===== config.mk =====
export PLATFORM = sky130hd
export DESIGN_NAME = stream_join_pacer
export DESIGN_NICKNAME = d
export VERILOG_FILES = /design/src/rtl/stream_join_pacer.sv
export SDC_FILE = /design/constraint.sdc
export NUM_CORES = 1
export LEC_CHECK = 0
export ABC_AREA = 1
export CAP_MARGIN = 40
export CELL_PAD_IN_SITES_DETAIL_PLACEMENT = 2
export CELL_PAD_IN_SITES_GLOBAL_PLACEMENT = 2
export CORE_MARGIN = 3
export CORE_UTILIZATION = 30
export CTS_BUF_LIST = sky130_fd_sc_hd__clkbuf_4
export CTS_CLUSTER_SIZE = 24
export DETAILED_ROUTE_END_ITERATION = 6
export DONT_BUFFER_PORTS = 1
export PLACE_DENSITY_LB_ADDON = 0.1
export RECOVER_POWER = 25
export REMOVE_ABC_BUFFERS = 1
export SLEW_MARGIN = 20
export SYNTH_ARGS = -nofsm -noshare
export SYNTH_HDL_FRONTEND = slang
export SYNTH_HIERARCHICAL = 1
export SYNTH_SLANG_ARGS = --single-unit

===== constraint.sdc =====
create_clock -name i_clk -period 4.7 [get_ports i_clk]
set_clock_uncertainty 0.2 [all_clocks]
set_input_delay 0.235 -clock i_clk [delete_from_list [all_inputs] [get_ports i_clk]]
set_output_delay 0.235 -clock i_clk [all_outputs]
set_load 0.02 [all_outputs]

===== src/rtl/stream_join_pacer.sv =====
// ---------------------------------------------------------------------------
// stream_join_pacer
//
// Joins num_ch parallel pixel streams into one beat-aligned output stream.
// A beat fires only when every channel is valid, the single-entry output
// register can take it, and the rate limiter holds a token. Each fired beat
// carries frame-position sideband flags derived from internal x/y counters.
//
// Ports:
//   i_clk          clock
//   i_reset        asynchronous active-low reset
//   i_pace_period  minimum cycles between fires (0 and 1 = unthrottled)
//   i_sync_clear   realign frame position counters to (0,0)
//   i_in_data      packed channel data, channel i at [i*data_width +: data_width]
//   i_in_valid     per-channel valid
//   o_in_ready     per-channel ready (all equal, combinational from i_in_valid)
//   o_out_data     joined beat
//   o_out_valid    output valid
//   i_out_ready    downstream ready
//   o_out_sop      beat is pixel (0,0)
//   o_out_eol      beat is the last pixel of a line
//   o_out_eof      beat is the last pixel of the frame
//   o_frame_count  completed frames, wraps modulo 2^16
// ---------------------------------------------------------------------------

// Per-channel output data register. Loads its slice of the joined beat on
// fire; holds otherwise so data stays stable under back-pressure.
module stream_join_pacer_lane #(
    parameter int data_width = 16
) (
    input  logic                  i_clk,
    input  logic                  i_reset,
    input  logic                  i_load,
    input  logic [data_width-1:0] i_data,
    output logic [data_width-1:0] o_data
);
    logic [data_width-1:0] r_data;

    always_ff @(posedge i_clk or negedge i_reset) begin
        if (!i_reset)    r_data <= '0;
        else if (i_load) r_data <= i_data;
    end

    assign o_data = r_data;
endmodule

module stream_join_pacer #(
    parameter int num_ch     = 2,
    parameter int data_width = 16,
    parameter int frame_w    = 80,
    parameter int frame_h    = 160,
    parameter int pace_width = 8
) (
    input  logic                         i_clk,
    input  logic                         i_reset,
    input  logic [pace_width-1:0]        i_pace_period,
    input  logic                         i_sync_clear,
    input  logic [num_ch*data_width-1:0] i_in_data,
    input  logic [num_ch-1:0]            i_in_valid,
    output logic [num_ch-1:0]            o_in_ready,
    output logic [num_ch*data_width-1:0] o_out_data,
    output logic                         o_out_valid,
    input  logic                         i_out_ready,
    output logic                         o_out_sop,
    output logic                         o_out_eol,
    output logic                         o_out_eof,
    output logic [15:0]                  o_frame_count
);
    localparam int XW = (frame_w > 1) ? $clog2(frame_w) : 1;
    localparam int YW = (frame_h > 1) ? $clog2(frame_h) : 1;
    localparam logic [XW-1:0] X_LAST = XW'(frame_w - 1);
    localparam logic [YW-1:0] Y_LAST = YW'(frame_h - 1);

    typedef struct packed {
        logic sop;
        logic eol;
        logic eof;
    } flags_t;

    // ------------------------------------------------------------------
    // Rate limiter: free-running counter over 0..P-1 banks one token per
    // period. The >= compare makes a shrinking period wrap immediately
    // instead of running up to the counter's full range.
    // ------------------------------------------------------------------
    logic [pace_width-1:0] r_pc;
    logic                  r_tok;
    logic [pace_width-1:0] w_pace_p;
    logic [pace_width-1:0] w_pace_last;
    logic                  w_pc_wrap;

    assign w_pace_p    = (i_pace_period == '0) ? pace_width'(1) : i_pace_period;
    assign w_pace_last = w_pace_p - pace_width'(1);
    assign w_pc_wrap   = (r_pc >= w_pace_last);

    // ------------------------------------------------------------------
    // Join / handshake
    // ------------------------------------------------------------------
    logic r_out_valid;
    logic w_slot_free;
    logic w_fire;

    assign w_slot_free = !r_out_valid || i_out_ready;
    // Qualified by reset so ready reads 0 while the block is held in reset.
    assign w_fire      = i_reset && (&i_in_valid) && w_slot_free && r_tok;
    // Every channel is consumed together; this path is combinational from
    // i_in_valid, so upstream valid must not depend on ready.
    assign o_in_ready  = {num_ch{w_fire}};

    always_ff @(posedge i_clk or negedge i_reset) begin
        if (!i_reset) begin
            r_pc  <= '0;
            r_tok <= 1'b1;
        end else begin
            r_pc <= w_pc_wrap ? '0 : r_pc + pace_width'(1);
            // A wrap in the same cycle as a fire re-arms the token, which is
            // what keeps P=1 at one beat per cycle.
            if (w_pc_wrap)   r_tok <= 1'b1;
            else if (w_fire) r_tok <= 1'b0;
        end
    end

    // ------------------------------------------------------------------
    // Frame position
    // ------------------------------------------------------------------
    logic [XW-1:0] r_x;
    logic [YW-1:0] r_y;
    logic [15:0]   r_frame_count;
    flags_t        w_flags;

    always_comb begin
        w_flags     = '0;
        w_flags.sop = (r_x == '0) && (r_y == '0);
        w_flags.eol = (r_x == X_LAST);
        w_flags.eof = w_flags.eol && (r_y == Y_LAST);
    end

    always_ff @(posedge i_clk or negedge i_reset) begin
        if (!i_reset) begin
            r_x           <= '0;
            r_y           <= '0;
            r_frame_count <= '0;
        end else begin
            // Frame completion counts even if a realign lands on the eof beat.
            if (w_fire && w_flags.eof)
                r_frame_count <= r_frame_count + 16'd1;

            if (i_sync_clear) begin
                r_x <= '0;
                r_y <= '0;
            end else if (w_fire) begin
                if (w_flags.eol) begin
                    r_x <= '0;
                    r_y <= (r_y == Y_LAST) ? '0 : r_y + YW'(1);
                end else begin
                    r_x <= r_x + XW'(1);
                end
            end
        end
    end

    // ------------------------------------------------------------------
    // Output register: valid + flags here, data in per-channel lanes.
    // ------------------------------------------------------------------
    flags_t r_flags;

    always_ff @(posedge i_clk or negedge i_reset) begin
        if (!i_reset) begin
            r_out_valid <= 1'b0;
            r_flags     <= '0;
        end else if (w_fire) begin
            r_out_valid <= 1'b1;
            r_flags     <= w_flags;
        end else if (i_out_ready) begin
            r_out_valid <= 1'b0;
        end
    end

    for (genvar g = 0; g < num_ch; g++) begin : g_lane
        stream_join_pacer_lane #(
            .data_width (data_width)
        ) u_lane (
            .i_clk   (i_clk),
            .i_reset (i_reset),
            .i_load  (w_fire),
            .i_data  (i_in_data[g*data_width +: data_width]),
            .o_data  (o_out_data[g*data_width +: data_width])
        );
    end

    assign o_out_valid   = r_out_valid;
    assign o_out_sop     = r_flags.sop;
    assign o_out_eol     = r_flags.eol;
    assign o_out_eof     = r_flags.eof;
    assign o_frame_count = r_frame_count;
endmodule


Word level (Yosys, flattened, before mapping)
Cells that the tools add are included.

operators by class
  add/subtract/negate cells = 5
  magnitude comparators = 1
  eq/ne operators = 2
  mux-type cells = 13
  reductions and logical operators = 17

operator list
  operator               number
  $mux 8                 6
  $mux 7                 3
  $add 16x1->16 const B  1
  $add 8x1->8 const B    2
  $logic_not 8->1        2
  $eq 8x8->1 const B     1
  $ge 8x8->1             1
  $reduce_bool 2->1      4
  $sub 8x1->8 const B    1
  $add 7x1->7 const B    1
  $eq 7x7->1 const B     1
  $logic_not 7->1        1
  $logic_and 1x1->1      6
  $mux 1                 4
  $reduce_and 2->1       2
  $logic_not 1->1        1
  $logic_or 1x1->1       1

word-level totals
  register bits = 76
  input bits = 46
  output and inout port bits = 54
  logic and storage cells = 49

Logic depth before layout (Yosys ltp)
Gate-level depths: netlist of run 1.

  depth in word-level cells = 6
  gate-level depth with buffers = 15
  mapped depth without buffers = 15

Hierarchy
The synthesis of run 1 kept the hierarchy.

by module, submodules not included
  module                  instances  cells an instance  area an instance (µm²)  seq. area each (µm²)
  stream_join_pacer       1          390                2845.2                  1102.3
  stream_join_pacer_lane  2          68                 644.4                   400.4

Least setup slack after synthesis of run 1
No wires, ideal clock.

  path type = input port to flip-flop
  start = in i_pace_period[7]
  end = reg r_pc[0]
  setup time = 0.126 ns
  data arrival time = 2.131 ns
  data required time = 4.374 ns
  slack = 2.243 ns
  cell stages on the path = 14
  buffers on the path = 0
  cell sequence = or2_2 > o21ai_0 > inv_1 > ha_1 > nand2_1 > nor3_1 > xor2_1 > inv_1 > ha_1 > nand2_1 > nor2_1 > nand4_1 > nand3_1 > nor2_1

on the way
  longest elaborated chain between the ends = 5

ends and longest elaborated chain
  item                    line  source
  start: declaration      56    input logic [pace_width-1:0] i_pace_period,
  $logic_not 8->1         91    assign w_pace_p = (i_pace_period == '0) ? pace_width'(1) : i_pace_period;
  $mux 8 (*)              91
  $sub 8x1->8 (*)         92    assign w_pace_last = w_pace_p - pace_width'(1);
  $ge 8x8->1 (*)          93    assign w_pc_wrap = (r_pc >= w_pace_last);
  $mux 8 (*)              114   r_pc <= w_pc_wrap ? '0 : r_pc + pace_width'(1);
  end signal: assignment  114
  end: declaration        85    logic [pace_width-1:0] r_pc;

Every way passes the cells marked *; elsewhere a longest branch is shown, timed or not.
A chain may end at the register's enable or synchronous reset.

Worst setup path in the final report of run 1
  start = in i_reset
  end = reg r_frame_count[14] (netlist: o_frame_count[14])

on the way
  longest elaborated chain between the ends = 4

ends and longest elaborated chain
  item                            line  source
  start: declaration              55    input logic i_reset,
  $logic_and 1x1->1 (3 in a row)  104   assign w_fire = i_reset && (&i_in_valid) && w_slot_free && r_tok;
  $logic_and 1x1->1               144   if (w_fire && w_flags.eof)
  end signal: assignment          145   r_frame_count <= r_frame_count + 16'd1;
  end: declaration                127   logic [15:0] r_frame_count;

No other way between the ends.

==> flow_results.xml, run 1 <==
<?xml version="1.0" encoding="UTF-8"?>
<metrics>
  <group name="floorplan">
    <metric name="floorplan.die.height" unit="um">123.4</metric>
    <metric name="die_w" unit="um">123.4</metric>
    <metric name="start_util" unit="">0.3097</metric>
    <metric name="io-pin-count" unit="">100</metric>
    <metric name="core.rowCount" unit="">42</metric>
    <metric name="dieArea" unit="um^2">15220</metric>
    <metric name="core_area" unit="um^2">13350</metric>
  </group>
  <group name="hold_path">
    <metric name="holdCritPathClass" unit="">input port to flip-flop</metric>
  </group>
  <group name="place">
    <metric name="place_ws" unit="ns">1.728</metric>
    <metric name="placed_area" unit="um^2">4219</metric>
    <metric name="gpl.final_weighted_congestion" unit="">0.7151</metric>
    <metric name="place_hpwl" unit="um">8389</metric>
    <metric name="io_buffer_count" unit="">0</metric>
  </group>
  <group name="setup_path">
    <metric name="timing.critical_path.mode_cell" unit="">nand2_1</metric>
    <metric name="critical_path.slowest_cell" unit="">dlygate4sd3_1</metric>
    <metric name="r2r_slack" unit="ns">1.76</metric>
    <metric name="worstPathMaxFanout" unit="">77</metric>
    <metric name="crit-reg2reg-capture" unit="">o_frame_count[14]</metric>
    <metric name="timing_worst_setup_path_type" unit="">input port to flip-flop</metric>
    <metric name="r2r.worst_path.cells" unit="">9</metric>
    <metric name="critical_register_to_register_path_startpoint" unit="">r_tok</metric>
    <metric name="crit_cells" unit="">11</metric>
    <metric name="cp_slowest_stage_delay" unit="ns">0.61</metric>
    <metric name="startpoint" unit="">i_reset</metric>
    <metric name="critical_path.startpoint_type" unit="">input port</metric>
    <metric name="worstPathArrival" unit="ns">3.40</metric>
    <metric name="required" unit="ns">4.89</metric>
    <metric name="timing.critical_path.cells" unit="">dlygate4sd3_1 -&gt; buf_16 -&gt; nand2_1 -&gt; nor2_1 -&gt; nand2_2 -&gt; inv_2 -&gt; buf_4 -&gt; nand3_2 -&gt; inv_2 -&gt; nand2_1 -&gt; nand2_1</metric>
    <metric name="crit_path_end" unit="">o_frame_count[14]</metric>
    <metric name="cp-end-kind" unit="">flip-flop</metric>
    <metric name="critical-path-top-delay-family" unit="">buffers and inverters</metric>
    <metric name="cp.buffers_inverters" unit="">5</metric>
  </group>
  <group name="timing">
    <metric name="hold_viol_final" unit="">0</metric>
    <metric name="maxClockFrequency" unit="GHz">0.3110</metric>
    <metric name="period_share" unit="">0.6841</metric>
    <metric name="worst_pin_slew" unit="ns">0.6289</metric>
    <metric name="post-route-min-period" unit="ns">3.215</metric>
    <metric name="final_max_slew_viol_count" unit="">0</metric>
    <metric name="setup_ws" unit="ns">1.485</metric>
    <metric name="fin_tns_setup" unit="ns">0</metric>
    <metric name="report.final.setup_viol" unit="">0</metric>
    <metric name="grt_setup_unrepaired" unit="">no</metric>
    <metric name="timing.max_slew.rel_slack" unit="">0.5808</metric>
  </group>
  <group name="routing">
    <metric name="detail_route.drc_violations" unit="">0</metric>
    <metric name="drt_pre_antenna_iters" unit="">4</metric>
    <metric name="detail_route.wl_per_cell" unit="um">16.17</metric>
    <metric name="number_of_drc_markers_after_the_initial_detailed_route_iteration" unit="">115</metric>
    <metric name="post_drt_via_cell_ratio" unit="">4.770</metric>
    <metric name="totalWireLength" unit="um">12010</metric>
    <metric name="vias" unit="">3544</metric>
    <metric name="route.antenna.remaining_nets" unit="">0</metric>
  </group>
  <group name="power_and_ir_drop">
    <metric name="powerDensity" unit="nW/um^2">420.3</metric>
    <metric name="p_leak" unit="uW">0.002324</metric>
    <metric name="ir_drop" unit="V">0.0002698</metric>
  </group>
  <group name="grt">
    <metric name="groute.usage.overall" unit="">0.1703</metric>
    <metric name="pin_count_of_the_biggest_net_entering_global_routing" unit="">78</metric>
    <metric name="antenna_found_initial" unit="">1</metric>
    <metric name="grt.overflow.total" unit="">0</metric>
    <metric name="grt_first_pass_wirelength" unit="um">20080</metric>
    <metric name="vias_in_the_first_global_route" unit="">3910</metric>
  </group>
  <group name="clock_network">
    <metric name="cts_resizes" unit="">0</metric>
    <metric name="postCtsSetupRepairBufs" unit="">0</metric>
    <metric name="cts_htree_levels" unit="">3</metric>
    <metric name="tritoncts.num_buffers" unit="">9</metric>
    <metric name="cts_tree" unit="">yes</metric>
    <metric name="clk_root_buffer_cell" unit="">clkbuf_4</metric>
    <metric name="clock_tree.buffer_depth" unit="">2</metric>
    <metric name="clk_latency_worst_skew_pair" unit="ns">0.45</metric>
    <metric name="clk_pin_slew_worst_paths" unit="ns">0.14</metric>
    <metric name="clock-sinks" unit="">76</metric>
    <metric name="ctsHoldBuffers" unit="">37</metric>
  </group>
  <group name="logic_synthesis">
    <metric name="ys_top_cells_by_area" unit="">dfrtp_1, nand2_1, ha_1</metric>
    <metric name="yosysSeqAreaShare" unit="">0.4604</metric>
    <metric name="synth_area" unit="um^2">4134</metric>
    <metric name="post_synth.cell_area_avg" unit="um^2">7.859</metric>
    <metric name="synth_top_area_frac" unit="">0.4540</metric>
    <metric name="netlist.top_cell.by_area" unit="">dfrtp_1</metric>
    <metric name="post_synth_edffs" unit="">0</metric>
    <metric name="yosysWarnings" unit="">6</metric>
    <metric name="post_synth_num_cell_types" unit="">31</metric>
    <metric name="ys_ff_latch" unit="">76</metric>
    <metric name="dominantRegCellSynth" unit="">dfrtp_1</metric>
    <metric name="postSynth.asyncResetShare" unit="">1.000</metric>
    <metric name="instance_count_of_the_mapped_netlist" unit="">526</metric>
  </group>
  <group name="cells_and_area">
    <metric name="final_common_cell" unit="">nand2_1</metric>
    <metric name="final_net_count" unit="">623</metric>
    <metric name="post-route-cell-area" unit="um^2">4743</metric>
    <metric name="mostFrequentLayoutCells" unit="">nand2_1, dfrtp_1, nor2_1</metric>
    <metric name="area_delta_synth_final" unit="%">14.74</metric>
    <metric name="layout_cell_share_with_drive_strength_beyond_1" unit="">0.08657</metric>
  </group>
  <group name="run_status">
    <metric name="outcome" unit="">completed</metric>
  </group>
  <group name="job">
    <metric name="drv_cap" unit="">0</metric>
  </group>
</metrics>
==> metal layers <==
layer | vias to the layer above | GRT usage | share of wire | wire length [um]
li1 | 1707 | - | - | -
met3 | 17 | 0.04392 | 0.048 | 573
met1 | 1759 | 0.2049 | 0.43 | 5167
met4 | 0 | 0.05744 | 0.017 | 207
met5 | - | 0 | 0 | 0
met2 | 61 | 0.2953 | 0.50 | 6066
==> cell families (layout without fill, tap and decap cells) <==
| kind of cell | after synthesis | after routing | share of synthesized area |
|---|---|---|---|
| AND/OR/NAND/NOR | 327 | 327 | 0.3351 |
| flip-flops | 76 | 76 | 0.4604 |
| buffers and inverters | 63 | 103 | 0.08232 |
| XOR/XNOR | 23 | 23 | 0.04873 |
| AO/OA/AOI/OAI | 22 | 22 | 0.02815 |
| adder cells (fa/ha/maj) | 15 | 15 | 0.04540 |
| other | 0 | 1 | 0 |
==> area by class of cell <==
| type | count | area, um^2 |
|---|---|---|
| multi-input cells | 387 | 1891 |
| inverters | 50 | 197.7 |
| clock buffers | 9 | 67.56 |
| flip-flops and latches | 76 | 1903 |
| clock inverters | 6 | 66.31 |
| fillers | 1577 | 8605 |
| diodes | 1 | 2.502 |
| well taps | 176 | 220.2 |
| repair buffers | 38 | 395.4 |
==> registers in the layout (all words and copies together) (netlist names) <==
signal,cells
o_out_sop,1
o_out_eol,1
o_out_valid,1
g_lane.u_lane/o_data,32
r_pc,8
r_x,7
r_tok,1
o_out_eof,1
r_y,8
o_frame_count,16
==> synthesized netlist by cell type (2+ instances only) <==
library cell	n
inv_2	4
o21ai_0	9
nand3_1	33
ha_1	15
dfrtp_1	75
inv_1	44
a21oi_1	5
buf_4	3
nand2_1	209
nor2_1	46
xnor2_1	12
nor2_4	2
nor3_1	4
nand4_1	8
xor2_1	11
o21ai_1	5
buf_6	5
buf_12	2
inv_6	2
nand2_2	21
==> power breakdown <==
group / total [uW] / leakage, uW / switching (uW) / internal, uW
registers: 1190 / 0.000992 / 357 / 835
clock network: 414 / 0.0000656 / 255 / 159
logic: 389 / 0.00127 / 223 / 165
total: 1990 / 0.00232 / 835 / 1160
==> per-stage QoR <==
step             util  hold WS, ns  std cells  power, uW
6_report       0.3554      0.06842        743       1994
5_1_grt        0.3554      0.08743        743       2147
4_1_cts        0.3552      0.04413        742       2031
3_5_place_dp   0.3161      -0.2563        690       1561
3_3_place_gp   0.3161      -0.2555        690       1533
2_1_floorplan       -      -0.2606        513       1415
==> how the worst min path moves through the flow <==
stage	startpoint	end	slack, ns	cells after the start
3_3_place_gp	i_reset	g_lane[0].u_lane/o_data[12]	-0.26	0
2_1_floorplan	i_reset	g_lane[0].u_lane/o_data[0]	-0.26	0
3_5_place_dp	i_reset	r_pc[1]	-0.26	0
5_1_grt	i_in_valid[1]	o_out_eof	0.09	5
6_report	i_in_valid[1]	o_out_eof	0.07	5
4_1_cts	i_in_valid[1]	o_out_eof	0.04	5
==> worst reg2reg max path: cells and delay by family (launching register included) <==
family	cells	cell delay (ns)
simple gates	6	1.11
buf+inv	3	1.02
flops	1	0.55
No activity file was read; power rests on OpenSTA's default activity.
==> run 2, diff against run 1 <==
==> constraint.sdc (replaced) <==
create_clock -name i_clk -period 2.8 [get_ports i_clk]
set_clock_uncertainty 0.2 [all_clocks]
set_input_delay 0.14 -clock i_clk [delete_from_list [all_inputs] [get_ports i_clk]]
set_output_delay 0.14 -clock i_clk [all_outputs]
set_load 0.02 [all_outputs]
==> run 2 against run 1 <==
- via count is 0.79% higher
- cell area is 1.9% higher
- clock power is 93% higher
- sequential cell count stayed put
- register-to-register slack worse by 1.2 ns
- clock-buffer cell count stayed put
- routed wire length is 0.70% higher
- die area stayed put
- critical endpoint is now o_in_ready[0]
- largest cell class unchanged
==> flow_results.xml, run 2 (synthesized netlist as in run 1, its figures left out) <==
<?xml version="1.0" encoding="UTF-8"?>
<metrics>
  <group name="run_status">
    <metric name="outcome" unit="">completed</metric>
  </group>
  <group name="timing">
    <metric name="post-route-min-period" unit="ns">2.494</metric>
    <metric name="worst_hold_slack" unit="ns">0.03831</metric>
    <metric name="maxClockFrequency" unit="GHz">0.4009</metric>
    <metric name="period_share" unit="">0.8907</metric>
    <metric name="report.final.setup_viol" unit="">0</metric>
    <metric name="final_max_slew_viol_count" unit="">0</metric>
    <metric name="worst_pin_slew" unit="ns">0.6119</metric>
    <metric name="timing.max_slew.rel_slack" unit="">0.5921</metric>
    <metric name="grt_setup_unrepaired" unit="">no</metric>
    <metric name="hold_viol_final" unit="">0</metric>
  </group>
  <group name="setup_path">
    <metric name="timing_worst_setup_path_type" unit="">input port to output port</metric>
    <metric name="cp-end-kind" unit="">output port</metric>
    <metric name="r2r_slack" unit="ns">0.54</metric>
    <metric name="critical_path.startpoint_type" unit="">input port</metric>
    <metric name="crit_path_end" unit="">o_in_ready[0]</metric>
    <metric name="crit-reg2reg-capture" unit="">r_x[5]</metric>
    <metric name="critical_register_to_register_path_startpoint" unit="">r_tok</metric>
    <metric name="worstPathArrival" unit="ns">2.15</metric>
    <metric name="r2r.worst_path.cells" unit="">7</metric>
    <metric name="required" unit="ns">2.46</metric>
    <metric name="worstPathMaxFanout" unit="">42</metric>
    <metric name="startpoint" unit="">i_in_valid[1]</metric>
  </group>
  <group name="floorplan">
    <metric name="io-pin-count" unit="">100</metric>
    <metric name="core.rowCount" unit="">42</metric>
    <metric name="dieArea" unit="um^2">15220</metric>
    <metric name="core_area" unit="um^2">13350</metric>
    <metric name="floorplan.die.height" unit="um">123.4</metric>
    <metric name="die_w" unit="um">123.4</metric>
    <metric name="start_util" unit="">0.3097</metric>
  </group>
  <group name="hold_path">
    <metric name="holdCritPathClass" unit="">input port to asynchronous set/reset pin</metric>
  </group>
  <group name="cells_and_area">
    <metric name="layout_cell_share_with_drive_strength_beyond_1" unit="">0.09233</metric>
    <metric name="area_delta_synth_final" unit="%">16.95</metric>
    <metric name="mostFrequentLayoutCells" unit="">nand2_1, dfrtp_1, nor2_1</metric>
    <metric name="post-route-cell-area" unit="um^2">4835</metric>
    <metric name="largest_reg_flops" unit="">32</metric>
    <metric name="ant_diodes" unit="">0</metric>
    <metric name="final_net_count" unit="">630</metric>
    <metric name="final_common_cell" unit="">nand2_1</metric>
    <metric name="fillerInstances" unit="">1574</metric>
  </group>
  <group name="routing">
    <metric name="vias" unit="">3572</metric>
    <metric name="route.antenna.remaining_nets" unit="">0</metric>
    <metric name="post_drt_via_cell_ratio" unit="">4.763</metric>
    <metric name="totalWireLength" unit="um">12100</metric>
    <metric name="detail_route.drc_violations" unit="">0</metric>
    <metric name="detail_route.wl_per_cell" unit="um">16.13</metric>
    <metric name="number_of_drc_markers_after_the_initial_detailed_route_iteration" unit="">116</metric>
    <metric name="drt_pre_antenna_iters" unit="">4</metric>
  </group>
  <group name="grt">
    <metric name="groute.usage.overall" unit="">0.1714</metric>
    <metric name="pin_count_of_the_biggest_net_entering_global_routing" unit="">78</metric>
    <metric name="grt.overflow.total" unit="">0</metric>
    <metric name="grt_first_pass_wirelength" unit="um">20200</metric>
    <metric name="antenna_found_initial" unit="">0</metric>
    <metric name="vias_in_the_first_global_route" unit="">3958</metric>
  </group>
  <group name="clock_network">
    <metric name="tritoncts.num_buffers" unit="">9</metric>
    <metric name="clk_latency_worst_skew_pair" unit="ns">0.46</metric>
    <metric name="clk_pin_slew_worst_paths" unit="ns">0.14</metric>
    <metric name="clk_root_buffer_cell" unit="">clkbuf_4</metric>
    <metric name="clock-sinks" unit="">76</metric>
    <metric name="cts_htree_levels" unit="">3</metric>
    <metric name="cts_tree" unit="">yes</metric>
    <metric name="clock_tree.buffer_depth" unit="">2</metric>
    <metric name="postCtsSetupRepairBufs" unit="">0</metric>
  </group>
  <group name="power_and_ir_drop">
    <metric name="total_power" unit="uW">3465</metric>
    <metric name="p_leak" unit="uW">0.002377</metric>
    <metric name="ir_drop" unit="V">0.0003726</metric>
    <metric name="powerDensity" unit="nW/um^2">716.7</metric>
  </group>
  <group name="place">
    <metric name="placed_area" unit="um^2">4242</metric>
    <metric name="place_hpwl" unit="um">8421</metric>
    <metric name="io_buffer_count" unit="">0</metric>
    <metric name="gpl.final_weighted_congestion" unit="">0.7234</metric>
  </group>
  <group name="job">
    <metric name="drv_cap" unit="">0</metric>
  </group>
</metrics>
run 2: cell count changes in the layout (fill, tap and decap cells not counted), sizes merged:
cell,change
buf,+2
bufinv,+1
clkbuf,+1
clkinv,-1
clkinvlp,-1
diode,-1
dlygate4sd3,+3
dlymetal6s4s,+1
inv,+2
run 2: critical path, cell delays in order:
cell,delay [ns]
dlygate4sd3_1,0.52
nand2_1,0.05
dlygate4sd3_1,0.57
nor2_1,0.13
nand2_2,0.13
inv_2,0.09
buf_4,0.50
run 2: per-layer routing:
metal	vias up	track usage	share of wire
met4	0	0.04775	0.017
li1	1719	-	-
met2	61	0.2997	0.51
met5	-	0	0
met1	1776	0.2018	0.43
met3	16	0.05444	0.044
run 2: area by class of cell:
cell class | count | area [um^2] | share of cell area
repair buffers | 45 | 457.9 | 0.09472
flip-flops and latches | 76 | 1903 | 0.3936
inverters | 50 | 197.7 | 0.04089
multi-input cells | 387 | 1891 | 0.3910
clock inverters | 7 | 97.59 | 0.02019
well taps | 176 | 220.2 | 0.04555
clock buffers | 9 | 67.56 | 0.01398
run 2: power by group:
part	switching, uW	internal, uW
Clock	434	366
Sequential	604	1400
Combinational	380	280
run 2: worst min-delay path by stage:
stage          slack [ns]                           to        startpoint
6_report             0.04  g_lane[0].u_lane/o_data[13]           i_reset
5_1_grt              0.04             o_frame_count[9]           i_reset
4_1_cts              0.02                        r_tok  i_pace_period[6]
3_5_place_dp        -0.35                      r_pc[3]           i_reset
3_3_place_gp        -0.35                      r_pc[7]           i_reset
2_1_floorplan       -0.36   g_lane[0].u_lane/o_data[0]           i_reset
run 2: repair_timing:
item | 4_1_cts | 5_1_grt
resized for setup | 0 | 2
endpoints found under the setup margin | 0 | 1
hold buffers | 41 | 0
hold endpoints to repair | 127 | 0
run 2: per-stage QoR:
| stage | util | setup TNS [ns] | std cells | setup slack [ns] |
|---|---|---|---|---|
| floorplan | - | 0 | 513 | 0.3306 |
| finish | 0.3622 | 0 | 750 | 0.3059 |
| global placement | 0.3178 | 0 | 693 | 0.2007 |
| global route | 0.3622 | 0 | 750 | 0.1188 |
| CTS | 0.3622 | 0 | 750 | 0.01545 |
| detailed placement | 0.3178 | -0.02057 | 693 | -0.01112 |
==> run 3, diff against run 2 <==
--- a/config.mk
+++ b/config.mk
@@ -11,7 +11,6 @@
 export CELL_PAD_IN_SITES_GLOBAL_PLACEMENT = 2
 export CORE_MARGIN = 3
 export CORE_UTILIZATION = 30
-export CTS_BUF_LIST = sky130_fd_sc_hd__clkbuf_4
 export CTS_CLUSTER_SIZE = 24
 export DETAILED_ROUTE_END_ITERATION = 6
 export DONT_BUFFER_PORTS = 1
==> run 3 against run 2 <==
- cell area grew 2.1%
- sequential share of layout area is 0.80 points lower
- die area stayed put
- via count shrank 1.1%
- maximum frequency rose by 6.1%
- global-route usage down 0.077 points
- the flow now finishes with violations (capacitance limit, slew limit)
- register-to-register slack improved by 0.02 ns
==> flow_results.xml, run 3 (synthesized netlist as in run 1, its figures left out) <==
<?xml version="1.0" encoding="UTF-8"?>
<metrics>
  <group name="run_status">
    <metric name="outcome" unit="">finished, violations left</metric>
    <metric name="violations" unit="">capacitance limit, slew limit</metric>
  </group>
  <group name="cells_and_area">
    <metric name="final_net_count" unit="">625</metric>
    <metric name="regArea" unit="um^2">1903</metric>
    <metric name="finalNonFillerCells" unit="">745</metric>
    <metric name="fillerInstances" unit="">1554</metric>
    <metric name="area_delta_synth_final" unit="%">19.37</metric>
    <metric name="ant_diodes" unit="">0</metric>
    <metric name="combined_area_of_the_multi_input_logic_cells" unit="um^2">1896</metric>
    <metric name="largest_reg_flops" unit="">32</metric>
    <metric name="mostFrequentLayoutCells" unit="">nand2_1, dfrtp_1, nor2_1</metric>
    <metric name="final_common_cell" unit="">nand2_1</metric>
    <metric name="layout_cell_share_with_drive_strength_beyond_1" unit="">0.09666</metric>
    <metric name="postLayoutCoreUtil" unit="">0.3697</metric>
  </group>
  <group name="routing">
    <metric name="post_drt_via_cell_ratio" unit="">4.744</metric>
    <metric name="route.antenna.remaining_nets" unit="">0</metric>
    <metric name="detail_route.wl_per_cell" unit="um">16.22</metric>
    <metric name="totalWireLength" unit="um">12090</metric>
    <metric name="vias" unit="">3534</metric>
    <metric name="drt_pre_antenna_iters" unit="">4</metric>
    <metric name="detail_route.drc_violations" unit="">0</metric>
    <metric name="number_of_drc_markers_after_the_initial_detailed_route_iteration" unit="">105</metric>
  </group>
  <group name="setup_path">
    <metric name="required" unit="ns">2.82</metric>
    <metric name="timing_worst_setup_path_type" unit="">input port to flip-flop</metric>
    <metric name="worstPathArrival" unit="ns">2.37</metric>
    <metric name="critical_register_to_register_path_startpoint" unit="">r_tok</metric>
    <metric name="critical_path.startpoint_type" unit="">input port</metric>
    <metric name="cp-end-kind" unit="">flip-flop</metric>
    <metric name="crit-reg2reg-capture" unit="">r_y[1]</metric>
    <metric name="r2r.worst_path.cells" unit="">8</metric>
    <metric name="r2r_slack" unit="ns">0.56</metric>
    <metric name="worstPathMaxFanout" unit="">8</metric>
  </group>
  <group name="hold_path">
    <metric name="holdCritPathClass" unit="">input port to flip-flop</metric>
    <metric name="hold_path_depth" unit="">4</metric>
    <metric name="timing.hold.worst.start" unit="">i_reset</metric>
    <metric name="worst_case_hold_path_end_point" unit="">o_out_valid</metric>
  </group>
  <group name="place">
    <metric name="gpl.final_weighted_congestion" unit="">0.7234</metric>
    <metric name="place_ws" unit="ns">-0.01112</metric>
    <metric name="io_buffer_count" unit="">0</metric>
    <metric name="place.detailed.instances" unit="">693</metric>
    <metric name="place_hpwl" unit="um">8421</metric>
  </group>
  <group name="clock_network">
    <metric name="tritoncts.num_buffers" unit="">9</metric>
    <metric name="cts_htree_levels" unit="">3</metric>
    <metric name="clk_pin_slew_worst_paths" unit="ns">0.05</metric>
    <metric name="cts_tree" unit="">yes</metric>
    <metric name="clk_root_buffer_cell" unit="">clkbuf_16</metric>
    <metric name="clock_tree.buffer_depth" unit="">2</metric>
    <metric name="clock-sinks" unit="">76</metric>
    <metric name="clk_latency_worst_skew_pair" unit="ns">0.34</metric>
  </group>
  <group name="grt">
    <metric name="pin_count_of_the_biggest_net_entering_global_routing" unit="">77</metric>
    <metric name="grt_first_pass_wirelength" unit="um">20210</metric>
    <metric name="grt.overflow.total" unit="">0</metric>
    <metric name="vias_in_the_first_global_route" unit="">3956</metric>
    <metric name="antenna_found_initial" unit="">0</metric>
    <metric name="groute.usage.overall" unit="">0.1706</metric>
  </group>
  <group name="floorplan">
    <metric name="core_area" unit="um^2">13350</metric>
    <metric name="die_w" unit="um">123.4</metric>
    <metric name="start_util" unit="">0.3097</metric>
    <metric name="dieArea" unit="um^2">15220</metric>
    <metric name="core.rowCount" unit="">42</metric>
    <metric name="io-pin-count" unit="">100</metric>
    <metric name="floorplan.die.height" unit="um">123.4</metric>
  </group>
  <group name="timing">
    <metric name="period_share" unit="">0.8398</metric>
    <metric name="timing.max_slew.rel_slack" unit="">-0.3005</metric>
    <metric name="grt_setup_unrepaired" unit="">no</metric>
    <metric name="post-route-min-period" unit="ns">2.352</metric>
    <metric name="hold_viol_final" unit="">0</metric>
    <metric name="setup_ws" unit="ns">0.4484</metric>
    <metric name="final_max_slew_viol_count" unit="">77</metric>
    <metric name="worst_pin_slew" unit="ns">1.951</metric>
    <metric name="report.final.setup_viol" unit="">0</metric>
    <metric name="maxClockFrequency" unit="GHz">0.4252</metric>
  </group>
  <group name="power_and_ir_drop">
    <metric name="total_power" unit="uW">3967</metric>
    <metric name="p_leak" unit="uW">0.002428</metric>
    <metric name="p_sw_frac" unit="">0.3715</metric>
    <metric name="power.share.combinational" unit="">0.164</metric>
    <metric name="powerDensity" unit="nW/um^2">804.0</metric>
    <metric name="internal_power" unit="uW">2493</metric>
    <metric name="ir_drop" unit="V">0.0004400</metric>
    <metric name="p_clk_frac" unit="">0.329</metric>
    <metric name="seqPwrFrac" unit="">0.507</metric>
    <metric name="power.net_switching" unit="uW">1474</metric>
  </group>
  <group name="job">
    <metric name="drv_cap" unit="">1</metric>
  </group>
</metrics>
[run 3: changes by cell type in the layout (fill, tap and decap cells not counted), sizes merged]
cell	delta
clkinv	-1
dlymetal6s4s	-1
clkbuf	+1
dlygate4sd3	-4
[run 3: cell type report]
cell class	instances	share of cell area
sequential	76	0.3857
clock buffer	10	0.04843
clock inverter	6	0.01902
tap	176	0.04462
timing repair buffer	40	0.07809
inverter	50	0.04006
multi-input combinational	387	0.3841
[run 3: power by group through the flow]
stage,Combinational [uW],Sequential [uW],Clock (uW)
final,650,2010,1300
after global placement,546,2030,0
after detailed placement,588,2040,0
after global routing,775,2050,1390
after floorplan,458,1920,0
after CTS,664,2020,1350
[run 3: worst max path at each step]
stage	from	end	slack, ns	cells after the start
floorplan	r_tok	o_frame_count[10]	0.33	8
global placement	i_pace_period[1]	r_pc[7]	0.20	15
detailed placement	i_pace_period[1]	r_pc[7]	-0.01	15
CTS	i_pace_period[1]	r_pc[1]	0.33	15
global route	i_reset	r_x[1]	0.11	2
finish	i_pace_period[1]	r_pc[1]	0.45	15
[run 3: worst max-delay path, stage by stage]
cell and delay [ns]:
nor2_1 0.19, nand3_1 0.13, o21ai_0 0.25, inv_1 0.15
ha_1 0.23, nand2_1 0.10, nor3_1 0.06, xor2_1 0.13
inv_1 0.06, ha_1 0.28, nand2_1 0.07, nor2_1 0.15
nand4_1 0.14, nand3_2 0.20, nor2_1 0.07
[run 3: per-layer routing]
layer / global-route usage / part of all wire / vias up
li1: - / - / 1705
met1: 0.2030 / 0.43 / 1756
met2: 0.2997 / 0.51 / 60
met3: 0.05032 / 0.048 / 13
met4: 0.04567 / 0.012 / 0
met5: 0 / 0 / -
[run 3: what timing repair did]
| action | CTS | global route |
|---|---|---|
| endpoints found under the hold margin | 115 | 0 |
| setup buffers | 0 | 0 |
| hold buffers | 36 | 0 |
| resized for setup | 0 | 1 |
| setup endpoints to repair | 0 | 5 |
[run 3: stage by stage]
| step | cell area, um^2 | hold WS [ns] | setup TNS, ns |
|---|---|---|---|
| 4_1_cts | 4952 | 0.02401 | 0 |
| 2_1_floorplan | 3991 | -0.3556 | 0 |
| 5_1_grt | 4935 | 0.07251 | 0 |
| 6_report | 4935 | 0.01468 | 0 |
| 3_3_place_gp | 4242 | -0.3511 | 0 |
| 3_5_place_dp | 4242 | -0.3522 | -0.02057 |
